### src/rtl/arb_out_buffer_pkg.sv
// arb_out_buffer_pkg: shared data-identifier constants and types for the
// arbiter output buffer and the RX/TDC word producers.
package arb_out_buffer_pkg;

  typedef logic [31:0] word_t;

  // Data identifiers carried in the top bits of every arbiter word
  localparam int unsigned TLU_MARK_BIT = 31;
  localparam logic [3:0]  RX_ID        = 4'b0100;
  localparam logic [3:0]  TDC_ID       = 4'b0010;

  typedef enum logic {
    ST_PASS,
    ST_HOLD
  } thr_state_t;

  typedef enum logic [1:0] {
    SRC_NONE,
    SRC_TLU,
    SRC_RX,
    SRC_TDC
  } word_src_t;

  // TLU marker takes precedence over the 4-bit source identifier
  function automatic word_src_t word_src(input word_t w);
    if (w[TLU_MARK_BIT])      return SRC_TLU;
    if (w[31:28] == RX_ID)    return SRC_RX;
    if (w[31:28] == TDC_ID)   return SRC_TDC;
    return SRC_NONE;
  endfunction

endpackage

### src/rtl/arb_out_buffer_if.sv
// arb_out_buffer_if: arbiter-to-buffer write handshake.
interface arb_out_buffer_if;
  import arb_out_buffer_pkg::*;

  logic  ARB_WRITE_IN;
  word_t ARB_DATA_IN;
  logic  ARB_READY_OUT;

  modport master (output ARB_WRITE_IN, output ARB_DATA_IN, input ARB_READY_OUT);
  modport slave  (input ARB_WRITE_IN, input ARB_DATA_IN, output ARB_READY_OUT);
endinterface

### src/rtl/arb_out_buffer_mem.sv
// arb_out_buffer_mem: DEPTH x 32 circular storage with wrap-bit pointers and
// a registered occupancy. Callers must not push when full or pop when empty.
module arb_out_buffer_mem
  import arb_out_buffer_pkg::*;
#(
  parameter  int unsigned DEPTH = 16,
  localparam int unsigned AW    = $clog2(DEPTH)
) (
  input  logic        clk,
  input  logic        rst,
  input  logic        push,
  input  logic        pop,
  input  logic        flush,
  input  word_t       wdata,
  output word_t       head,
  output logic [AW:0] occupancy
);

  logic [AW:0] wr_ptr, rd_ptr;
  logic [AW:0] wr_nxt, rd_nxt;
  word_t       mem [DEPTH];

  // Next pointers; flush discards everything stored, including a same-cycle push
  always_comb begin
    wr_nxt = wr_ptr;
    rd_nxt = rd_ptr;
    if (flush) begin
      rd_nxt = wr_ptr;
    end else begin
      if (push) wr_nxt = wr_ptr + (AW+1)'(1);
      if (pop)  rd_nxt = rd_ptr + (AW+1)'(1);
    end
  end

  // Pointer and occupancy registers
  always_ff @(posedge clk or posedge rst) begin
    if (rst) begin
      wr_ptr    <= '0;
      rd_ptr    <= '0;
      occupancy <= '0;
    end else begin
      wr_ptr    <= wr_nxt;
      rd_ptr    <= rd_nxt;
      occupancy <= wr_nxt - rd_nxt;
    end
  end

  // Storage write
  always_ff @(posedge clk) begin
    if (push && !flush) mem[wr_ptr[AW-1:0]] <= wdata;
  end

  assign head = mem[rd_ptr[AW-1:0]];

endmodule

### src/rtl/arb_out_buffer.sv
// arb_out_buffer: elastic output stage behind the readout arbiter. Buffers
// arbiter words, forwards them to the board FIFO with NEAR_FULL hysteresis,
// and keeps drop / high-water statistics.
// Optional build macro: ARB_OUT_WORD_STATS_EN enables per-source word counters.
module arb_out_buffer
  import arb_out_buffer_pkg::*;
#(
  parameter  int unsigned DEPTH   = 16,
  parameter  int unsigned HOLDOFF = 8,
  localparam int unsigned AW      = $clog2(DEPTH)
) (
  input  logic             BUS_CLK,
  input  logic             BUS_RST,
  arb_out_buffer_if.slave  arb,
  output logic             FIFO_WRITE,
  output word_t            FIFO_DATA,
  input  logic             FIFO_FULL,
  input  logic             FIFO_NEAR_FULL,
  input  logic             FLUSH,
  input  logic             CLR_STATS,
  output logic [AW:0]      OCCUPANCY,
  output logic [AW:0]      MAX_OCC,
  output logic [15:0]      DROP_CNT,
  output logic             OVERFLOW_ERR,
  output logic [31:0]      TLU_WORD_CNT,
  output logic [31:0]      RX_WORD_CNT,
  output logic [31:0]      TDC_WORD_CNT
);

  localparam logic [AW:0] FULL_OCC = (AW+1)'(DEPTH);
  localparam logic [7:0]  HOLD_END = 8'(HOLDOFF);

  thr_state_t state, state_nxt;
  logic [7:0] hcnt, hcnt_nxt;
  logic       ready, push, drop, pop;
  word_t      head;

  assign ready             = (OCCUPANCY != FULL_OCC) && !FLUSH;
  assign arb.ARB_READY_OUT = ready;
  assign push              = arb.ARB_WRITE_IN && ready;
  assign drop              = arb.ARB_WRITE_IN && !ready && !FLUSH;

  arb_out_buffer_mem #(.DEPTH(DEPTH)) u_mem (
    .clk       (BUS_CLK),
    .rst       (BUS_RST),
    .push      (push),
    .pop       (pop),
    .flush     (FLUSH),
    .wdata     (arb.ARB_DATA_IN),
    .head      (head),
    .occupancy (OCCUPANCY)
  );

  // Throttle state and holdoff counter registers
  always_ff @(posedge BUS_CLK or posedge BUS_RST) begin
    if (BUS_RST) begin
      state <= ST_PASS;
      hcnt  <= '0;
    end else begin
      state <= state_nxt;
      hcnt  <= hcnt_nxt;
    end
  end

  // Throttle next-state and pop decision; HOLD exits on the edge that ends
  // the HOLDOFF-th consecutive low cycle, so the first pop follows one cycle later
  always_comb begin
    state_nxt = state;
    hcnt_nxt  = hcnt;
    pop       = 1'b0;
    if (FLUSH) begin
      state_nxt = ST_PASS;
      hcnt_nxt  = '0;
    end else begin
      unique case (state)
        ST_PASS: begin
          if (FIFO_NEAR_FULL) state_nxt = ST_HOLD;
          else                pop = (OCCUPANCY != '0) && !FIFO_FULL;
        end
        ST_HOLD: begin
          if (FIFO_NEAR_FULL) begin
            hcnt_nxt = '0;
          end else if (hcnt + 8'd1 == HOLD_END) begin
            state_nxt = ST_PASS;
            hcnt_nxt  = '0;
          end else begin
            hcnt_nxt = hcnt + 8'd1;
          end
        end
        default: state_nxt = ST_PASS;
      endcase
    end
  end

  // Registered board-FIFO write port; data holds when idle
  always_ff @(posedge BUS_CLK or posedge BUS_RST) begin
    if (BUS_RST) begin
      FIFO_WRITE <= 1'b0;
      FIFO_DATA  <= '0;
    end else begin
      FIFO_WRITE <= pop;
      if (pop) FIFO_DATA <= head;
    end
  end

  // Drop and high-water statistics; CLR_STATS wins over any update
  always_ff @(posedge BUS_CLK or posedge BUS_RST) begin
    if (BUS_RST) begin
      MAX_OCC      <= '0;
      DROP_CNT     <= '0;
      OVERFLOW_ERR <= 1'b0;
    end else if (CLR_STATS) begin
      MAX_OCC      <= '0;
      DROP_CNT     <= '0;
      OVERFLOW_ERR <= 1'b0;
    end else begin
      if (OCCUPANCY > MAX_OCC)          MAX_OCC <= OCCUPANCY;
      if (drop && (DROP_CNT != '1))     DROP_CNT <= DROP_CNT + 16'd1;
      if (drop)                         OVERFLOW_ERR <= 1'b1;
    end
  end

`ifdef ARB_OUT_WORD_STATS_EN
  // Per-source counters, classified on the word leaving the buffer
  always_ff @(posedge BUS_CLK or posedge BUS_RST) begin
    if (BUS_RST) begin
      TLU_WORD_CNT <= '0;
      RX_WORD_CNT  <= '0;
      TDC_WORD_CNT <= '0;
    end else if (CLR_STATS) begin
      TLU_WORD_CNT <= '0;
      RX_WORD_CNT  <= '0;
      TDC_WORD_CNT <= '0;
    end else if (pop) begin
      unique case (word_src(head))
        SRC_TLU: TLU_WORD_CNT <= TLU_WORD_CNT + 32'd1;
        SRC_RX:  RX_WORD_CNT  <= RX_WORD_CNT  + 32'd1;
        SRC_TDC: TDC_WORD_CNT <= TDC_WORD_CNT + 32'd1;
        default: ;
      endcase
    end
  end
`else
  assign TLU_WORD_CNT = '0;
  assign RX_WORD_CNT  = '0;
  assign TDC_WORD_CNT = '0;
`endif

endmodule

### src/flat_wrapper.sv
// flat-port wrapper written by rule: the top's interface ports become plain ports
module arb_out_buffer_flat import arb_out_buffer_pkg::*;
#(
  parameter  int unsigned DEPTH   = 16,
  parameter  int unsigned HOLDOFF = 8,
  localparam int unsigned AW      = $clog2(DEPTH)
)
  (BUS_CLK, BUS_RST, FIFO_WRITE, FIFO_DATA, FIFO_FULL, FIFO_NEAR_FULL, FLUSH, CLR_STATS, OCCUPANCY, MAX_OCC, DROP_CNT, OVERFLOW_ERR, TLU_WORD_CNT, RX_WORD_CNT, TDC_WORD_CNT, arb_ARB_WRITE_IN, arb_ARB_DATA_IN, arb_ARB_READY_OUT);
  arb_out_buffer_if arb_i ();
  input  logic BUS_CLK;
  input  logic BUS_RST;
  output logic FIFO_WRITE;
  output word_t FIFO_DATA;
  input  logic FIFO_FULL;
  input  logic FIFO_NEAR_FULL;
  input  logic FLUSH;
  input  logic CLR_STATS;
  output logic [AW:0] OCCUPANCY;
  output logic [AW:0] MAX_OCC;
  output logic [15:0] DROP_CNT;
  output logic OVERFLOW_ERR;
  output logic [31:0] TLU_WORD_CNT;
  output logic [31:0] RX_WORD_CNT;
  output logic [31:0] TDC_WORD_CNT;
  input wire logic [$bits(arb_i.ARB_WRITE_IN)-1:0] arb_ARB_WRITE_IN;
  input wire logic [$bits(arb_i.ARB_DATA_IN)-1:0] arb_ARB_DATA_IN;
  output wire logic [$bits(arb_i.ARB_READY_OUT)-1:0] arb_ARB_READY_OUT;
  assign arb_i.ARB_WRITE_IN = arb_ARB_WRITE_IN;
  assign arb_i.ARB_DATA_IN = arb_ARB_DATA_IN;
  assign arb_ARB_READY_OUT = arb_i.ARB_READY_OUT;
  arb_out_buffer #(.DEPTH(DEPTH), .HOLDOFF(HOLDOFF)) u_core (.BUS_CLK(BUS_CLK), .BUS_RST(BUS_RST), .arb(arb_i), .FIFO_WRITE(FIFO_WRITE), .FIFO_DATA(FIFO_DATA), .FIFO_FULL(FIFO_FULL), .FIFO_NEAR_FULL(FIFO_NEAR_FULL), .FLUSH(FLUSH), .CLR_STATS(CLR_STATS), .OCCUPANCY(OCCUPANCY), .MAX_OCC(MAX_OCC), .DROP_CNT(DROP_CNT), .OVERFLOW_ERR(OVERFLOW_ERR), .TLU_WORD_CNT(TLU_WORD_CNT), .RX_WORD_CNT(RX_WORD_CNT), .TDC_WORD_CNT(TDC_WORD_CNT));
endmodule
### config.mk
export PLATFORM = sky130hd
export DESIGN_NAME = arb_out_buffer_flat
export DESIGN_NICKNAME = d
export VERILOG_FILES = /design/src/rtl/arb_out_buffer_pkg.sv /design/src/rtl/arb_out_buffer_if.sv /design/src/rtl/arb_out_buffer_mem.sv /design/src/rtl/arb_out_buffer.sv /design/src/flat_wrapper.sv
export SDC_FILE = /design/constraint.sdc
export NUM_CORES = 1
export LEC_CHECK = 0
export ABC_AREA = 1
export ABC_CLOCK_PERIOD_IN_PS = 3700
export BUFFER_PORTS_ARGS = -buffer_cell sky130_fd_sc_hd__buf_2
export CAP_MARGIN = 20
export CORE_AREA = 2 2 267 321
export DETAILED_ROUTE_END_ITERATION = 8
export DIE_AREA = 0 0 269 323
export HOLD_SLACK_MARGIN = 0.06
export SLEW_MARGIN = 25
export SYNTH_ARGS = -nofsm -noshare
export SYNTH_HDL_FRONTEND = slang
export SYNTH_SLANG_ARGS = --single-unit
### constraint.sdc
create_clock -name BUS_CLK -period 3.7 [get_ports BUS_CLK]
set_input_delay 0.37 -clock BUS_CLK [delete_from_list [all_inputs] [get_ports BUS_CLK]]
set_output_delay 0.37 -clock BUS_CLK [all_outputs]
set_load 0.02 [all_outputs]
# --- Word level (Yosys, flattened, before mapping) ---
# Memory sizes are Yosys's and may differ from the RTL's. A register that Yosys moved wholly into a read port is not among the register bits.
# Index checks and enable logic that the tools add are counted.
word_totals:
  ff_bits: 47
  latchBits: 0
  mem_bits_rw: 512
  rom_bits: 0
  input_bits: 39
  out_inout_bits: 157
  wordCells: 59
  mem_count: 1
classes:
  addsub: 5
  multipliers: 0
  div_mod_pow: 0
  n_lt_le_gt_ge: 1
  n_eq_ne: 3
  n_shift: 0
  mux: 24
  bitwise: 1
  reduce_logical: 15
memory_table:
  columns: ["name", "words", "width", "read_ports", "rd_ports_with_merged_regs", "wr", "line_no", "rtl"]
  rows:
  - ["u_core.u_mem.mem", 16, 32, 1, 1, 1, "arb_out_buffer_mem.sv:21", "word_t mem [DEPTH];"]
op_table:
  columns: ["cell", "n"]
  rows:
  - ["$mux W16", 2]
  - ["$mux W8", 4]
  - ["$mux W5", 6]
  - ["$add A16 B1 Y16 const B", 1]
  - ["$ne A16 B16 Y1 const B", 1]
  - ["$mux W1", 11]
  - ["$add A5 B1 Y5 const B", 2]
  - ["$add A8 B1 Y8 const B", 1]
  - ["$eq A8 B4 Y1 const B", 1]
  - ["$reduce_bool A2 Y1", 4]
  - ["$logic_and A1 B1 Y1", 7]
  - ["$gt A5 B5 Y1", 1]
  - ["$ne A5 B5 Y1 const B", 1]
  - ["$reduce_bool A5 Y1", 1]
  - ["$sub A5 B5 Y5", 1]
  - ["$logic_not A1 Y1", 3]
  - ["$pmux W1 S2", 1]
  - ["$not A1 Y1", 1]

# --- Longest topological paths before layout ---
depth:
  depth_word: 8
  ltp_mapped: 20
  mapped_depth_nobuf: 19

# --- By module ---
# A second synthesis with hierarchy kept.
unflattened:
  hier_cells: 2218
  hier_area_um2: 25102.8
modules_own_cells:
  columns: ["mod", "n_inst", "cells_per_inst", "area_each_um2", "seq_area_each_um2"]
  rows:
  - ["arb_out_buffer_mem", 1, 1723, 21230.4, 15750.1]
  - ["arb_out_buffer", 1, 495, 3872.5, 1601.5]

# --- Least setup slack after synthesis ---
# OpenSTA, ideal clock, no wires.
synth_timing:
  path_kind: "reg2reg"
  startpoint: "register u_core.u_mem.occupancy[1]"
  endpoint: "memory u_core.u_mem.mem[11][0] (netlist name), enable pin"
  setup_time_ns: 0.421
  arrival_time_ns: 2.444
  required_time_ns: 3.279
  setup_slack_ns: 0.835
  stages_incl_launch_ff: 7
  path_buffers: 0
  synth_period_minus_slack_ns: 2.865
  path_cell_list: "dfrtp_1 > nor2_1 > nand3_1 > nand2_1 > nor2_1 > inv_1 > nor2_1"
synth_between:
  elab_chain_cells: 6
synth_rtl:
  columns: ["element", "line_no", "rtl"]
  rows:
  - ["start: declaration", "arb_out_buffer_mem.sv:16", "output logic [AW:0] occupancy"]
  - ["start signal: assignment", "arb_out_buffer_mem.sv:44", "occupancy <= wr_nxt - rd_nxt;"]
  - ["$ne A5 B5 Y1", "arb_out_buffer.sv:38", "assign ready = (OCCUPANCY != FULL_OCC) && !FLUSH;"]
  - ["$logic_and A1 B1 Y1", "arb_out_buffer.sv:38", null]
  - ["$logic_and A1 B1 Y1", "arb_out_buffer.sv:40", "assign push = arb.ARB_WRITE_IN && ready;"]
  - ["$logic_and A1 B1 Y1", "arb_out_buffer_mem.sv:50", "if (push && !flush) mem[wr_ptr[AW-1:0]] <= wdata;"]
  - ["$mux W1", "arb_out_buffer_mem.sv:50", null]
  - ["$mux W1 (implied by the code)", "arb_out_buffer_mem.sv:50", null]
  - ["end: declaration", "arb_out_buffer_mem.sv:21", null]
# Every way passes these cells.

# --- Worst setup path after layout ---
layout_timing:
  startpoint: "register u_core.u_mem.occupancy[2]"
  endpoint: "register u_core.u_mem.occupancy[4]"
layout_between:
  elab_chain_cells: 8
  elab_cells_between_ends: 13
  classes_between: "add/sub (1); eq/ne (1); mux (7); reduce/logical (4)"
layout_rtl:
  columns: ["element", "line_no", "rtl"]
  rows:
  - ["$reduce_bool A5 Y1", "arb_out_buffer.sv:78", "else pop = (OCCUPANCY != '0) && !FIFO_FULL;"]
  - ["$logic_and A1 B1 Y1", "arb_out_buffer.sv:78", null]
  - ["$mux W1", "arb_out_buffer.sv:77", "if (FIFO_NEAR_FULL) state_nxt = ST_HOLD;"]
  - ["$mux W1", "arb_out_buffer.sv:75", "unique case (state)"]
  - ["$mux W1", "arb_out_buffer.sv:71", "if (FLUSH) begin"]
  - ["$mux W5", "arb_out_buffer_mem.sv:31", "if (pop) rd_nxt = rd_ptr + (AW+1)'(1);"]
  - ["$mux W5", "arb_out_buffer_mem.sv:27", "if (flush) begin"]
  - ["$sub A5 B5 Y5 *", "arb_out_buffer_mem.sv:44", null]
# Every way passes the cells marked *; elsewhere a longest branch is shown, timed or not.
# A chain may end at the register's enable or synchronous reset.

==> flow_metrics.tcl <==
set metrics [dict create \
    layout-drive-gt1-share 0.127 \
    cts_tree "yes" \
    grt_usage 0.143 \
    critPathKind "reg2reg" \
    die_h_um 323 \
    wl_met3_um 3470 \
    port_buffers 99 \
    drv_cap 0 \
    grt_pass1_wl_um 94200 \
    ctsRootBufferMaster "clkbuf_16" \
    place.gp.congestion 0.780 \
    hold_path.class "in2reg" \
    max_freq_mhz 360 \
    finClkSkew_ns 0.0272 \
    syn_area_per_cell_um2 11.6 \
    setup_violations 0 \
    numCtsBuffers 58 \
    slew_headroom 0.334 \
    start_util 0.297 \
    power.leakage_nw 10.0 \
    synth_edf_count 512 \
    ys_ff_latch 591 \
    clockBufferDepth 3 \
    synth_async_sr_flop_share 0.134 \
    cts_setup_buffers 0 \
    synth_warnings 0 \
    final_common_cell "edfxtp_1" \
    ys_types 35 \
    grt_remaining_overflow 0 \
    grt_pass1_vias 15300 \
    area_growth_syn_to_layout_pct 13.6 \
    start_kind "flop" \
    power.density_nw_per_um2 679 \
    drc 0 \
    via_per_inst 4.67 \
    cts_resized 0 \
    required_ns 4.22 \
    crit_arrival_ns 3.30 \
    wl_per_cell_um 18.3 \
    clkLatencyLatePin_ns 0.63 \
    die_area_um2 86900 \
    totalPowerFinal_mw 19.3 \
    seq_area_frac_synth 0.695 \
    run_status "complete, no violations" \
    ant_nets 0 \
    vias 16000 \
    cts_hold_buf 4 \
    drtIter0Drc 1265 \
    ios 196 \
    antenna_found_initial 7 \
    dr.pass1.iters 5 \
    synthesis.area_um2 25000 \
    place_hpwl_um 36100 \
    finalCritPeriodShare 0.751 \
    grt_max_degree 99 \
    die_w_um 269 \
    rsz0062_at_grt "false" \
    vdd_drop_max_mv 0.348 \
    slew_violations 0 \
    critPathCaptureType "flop" \
    setup_tns_ns 0 \
    rows 117 \
    synth_ff_type "edfxtp_1" \
    postSynthCellCount 2154 \
    fin_crit_ns 2.78 \
    coreArea_um2 84200 \
    tightest_slew_ns 0.998 \
    cts_num_sinks 591 \
    wl_met1_um 26300 \
    clk_pin_slew_ns 0.06 \
    wl_um 62900 \
    h-tree-depth 2 \
    path_max_fanout 7 \
    met2_length_um 31700 \
    fillers 8280 \
    top_layer "met5" \
    nets 2303 \
    mostFrequentLayoutCells "edfxtp_1 (512), nor2_1 (447), o21ai_0 (259)" \
    finalHoldViolCount 0 \
]
==> stage by stage <==
step | instances | hold WS [ns] | util | setup slack, ns | instance area (µm²)
after global placement | 3313 | 0.509 | 0.314 | 0.830 | 26500
after global routing | 3426 | 0.0870 | 0.337 | 0.617 | 28300
after CTS | 3426 | 0.0741 | 0.337 | 0.928 | 28300
after floorplan | 2249 | 0.469 | - | 0.835 | 25300
final | 3427 | 0.115 | 0.337 | 0.923 | 28300
after detailed placement | 3313 | 0.511 | 0.314 | 0.874 | 26500
==> flip-flops by register name (all words and copies together) (netlist names) <==
signal	flops
u_core.FIFO_DATA	32
u_core.MAX_OCC	5
u_core.u_mem.mem	512
u_core.u_mem.occupancy	5
u_core.FIFO_WRITE	1
u_core.OVERFLOW_ERR	1
u_core.u_mem.rd_ptr	5
u_core.hcnt	8
u_core.DROP_CNT	16
u_core.state	1
u_core.u_mem.wr_ptr	5
==> where the power goes <==
part / leakage (nW) / switching [mW] / internal, mW
clock network: 0.887 / 2.55 / 3.19
registers: 5.57 / 0.416 / 7.79
logic: 3.54 / 3.66 / 1.64
total: 10.0 / 6.63 / 12.6
==> worst max-delay path, stage by stage, from the launching register on <==
cell and delay (ns):
dfrtp_1 0.42, nor2_1 0.14, nand3_1 0.18, nand2_1 0.29
inv_1 0.14, nand2_1 0.10, nand2_1 0.07, ha_1 0.21
fa_1 0.44, inv_1 0.07, a21oi_1 0.07, o21bai_1 0.17
inv_1 0.06, nand2_1 0.06, nand2_1 0.06, inv_1 0.05
nand2_1 0.05, nand2_1 0.05, inv_1 0.03
==> worst paths after layout <==
kind,startpoint,end,slack (ns),depth (start not counted)
max reg2reg,u_core.u_mem.occupancy[2],u_core.u_mem.occupancy[4],0.92,18
max,u_core.u_mem.occupancy[2],u_core.u_mem.occupancy[4],0.92,18
min reg2reg,u_core.OVERFLOW_ERR,u_core.OVERFLOW_ERR,0.54,2
max in group asynchronous,BUS_RST,u_core.FIFO_DATA[0],2.47,4
min,arb_ARB_DATA_IN[28],u_core.u_mem.mem[6][28],0.12,1
min in group asynchronous,BUS_RST,u_core.DROP_CNT[4],0.38,3
==> cell usage after synthesis (15+ instances only) <==
master      n  area share
buf_4     108       0.032
xor2_1     15      0.0053
buf_6      17      0.0077
nor2_1    464       0.070
ha_1       16      0.0080
inv_1      94       0.014
nand3_1    65       0.013
buf_2      25      0.0050
o21ai_1    72       0.014
edfxtp_1  512        0.62
nand2_1   184       0.028
o22ai_1    97       0.024
or2_2      33      0.0083
clkbuf_1   58      0.0087
dfrtp_1    79       0.079
o21ai_0   259       0.052
==> per-layer routing <==
layer  up-vias  track usage
met2       478        0.252
met4         8       0.0410
li1       7520            -
met5         -            0
met3        97       0.0243
met1      7911        0.179
==> final cells by class <==
cell class                      count  area, µm²  area share
Antenna cell                        1       2.50   0.0000883
Inverter                          100        384      0.0135
Clock inverter                     32        273     0.00962
Multi-Input combinational cell   1348       6350       0.224
Clock buffer                       77       1560      0.0551
Tap cell                         1130       1410      0.0499
Timing Repair Buffer              148        998      0.0352
Sequential cell                   591      17400       0.612
==> kinds of logic (layout without fill, tap and decap cells) <==
kind of cell	after synthesis	in the layout	synth area share
flip-flops	591	591	0.695
AND/OR/NAND/NOR	771	771	0.125
other	1	97	0.000150
AO/OA/AOI/OAI	446	446	0.0949
buffers and inverters	310	357	0.0698
XOR/XNOR	18	18	0.00632
adder cells (fa/ha/maj)	17	17	0.00882
Note: power is estimated with default switching activity, not from simulation.
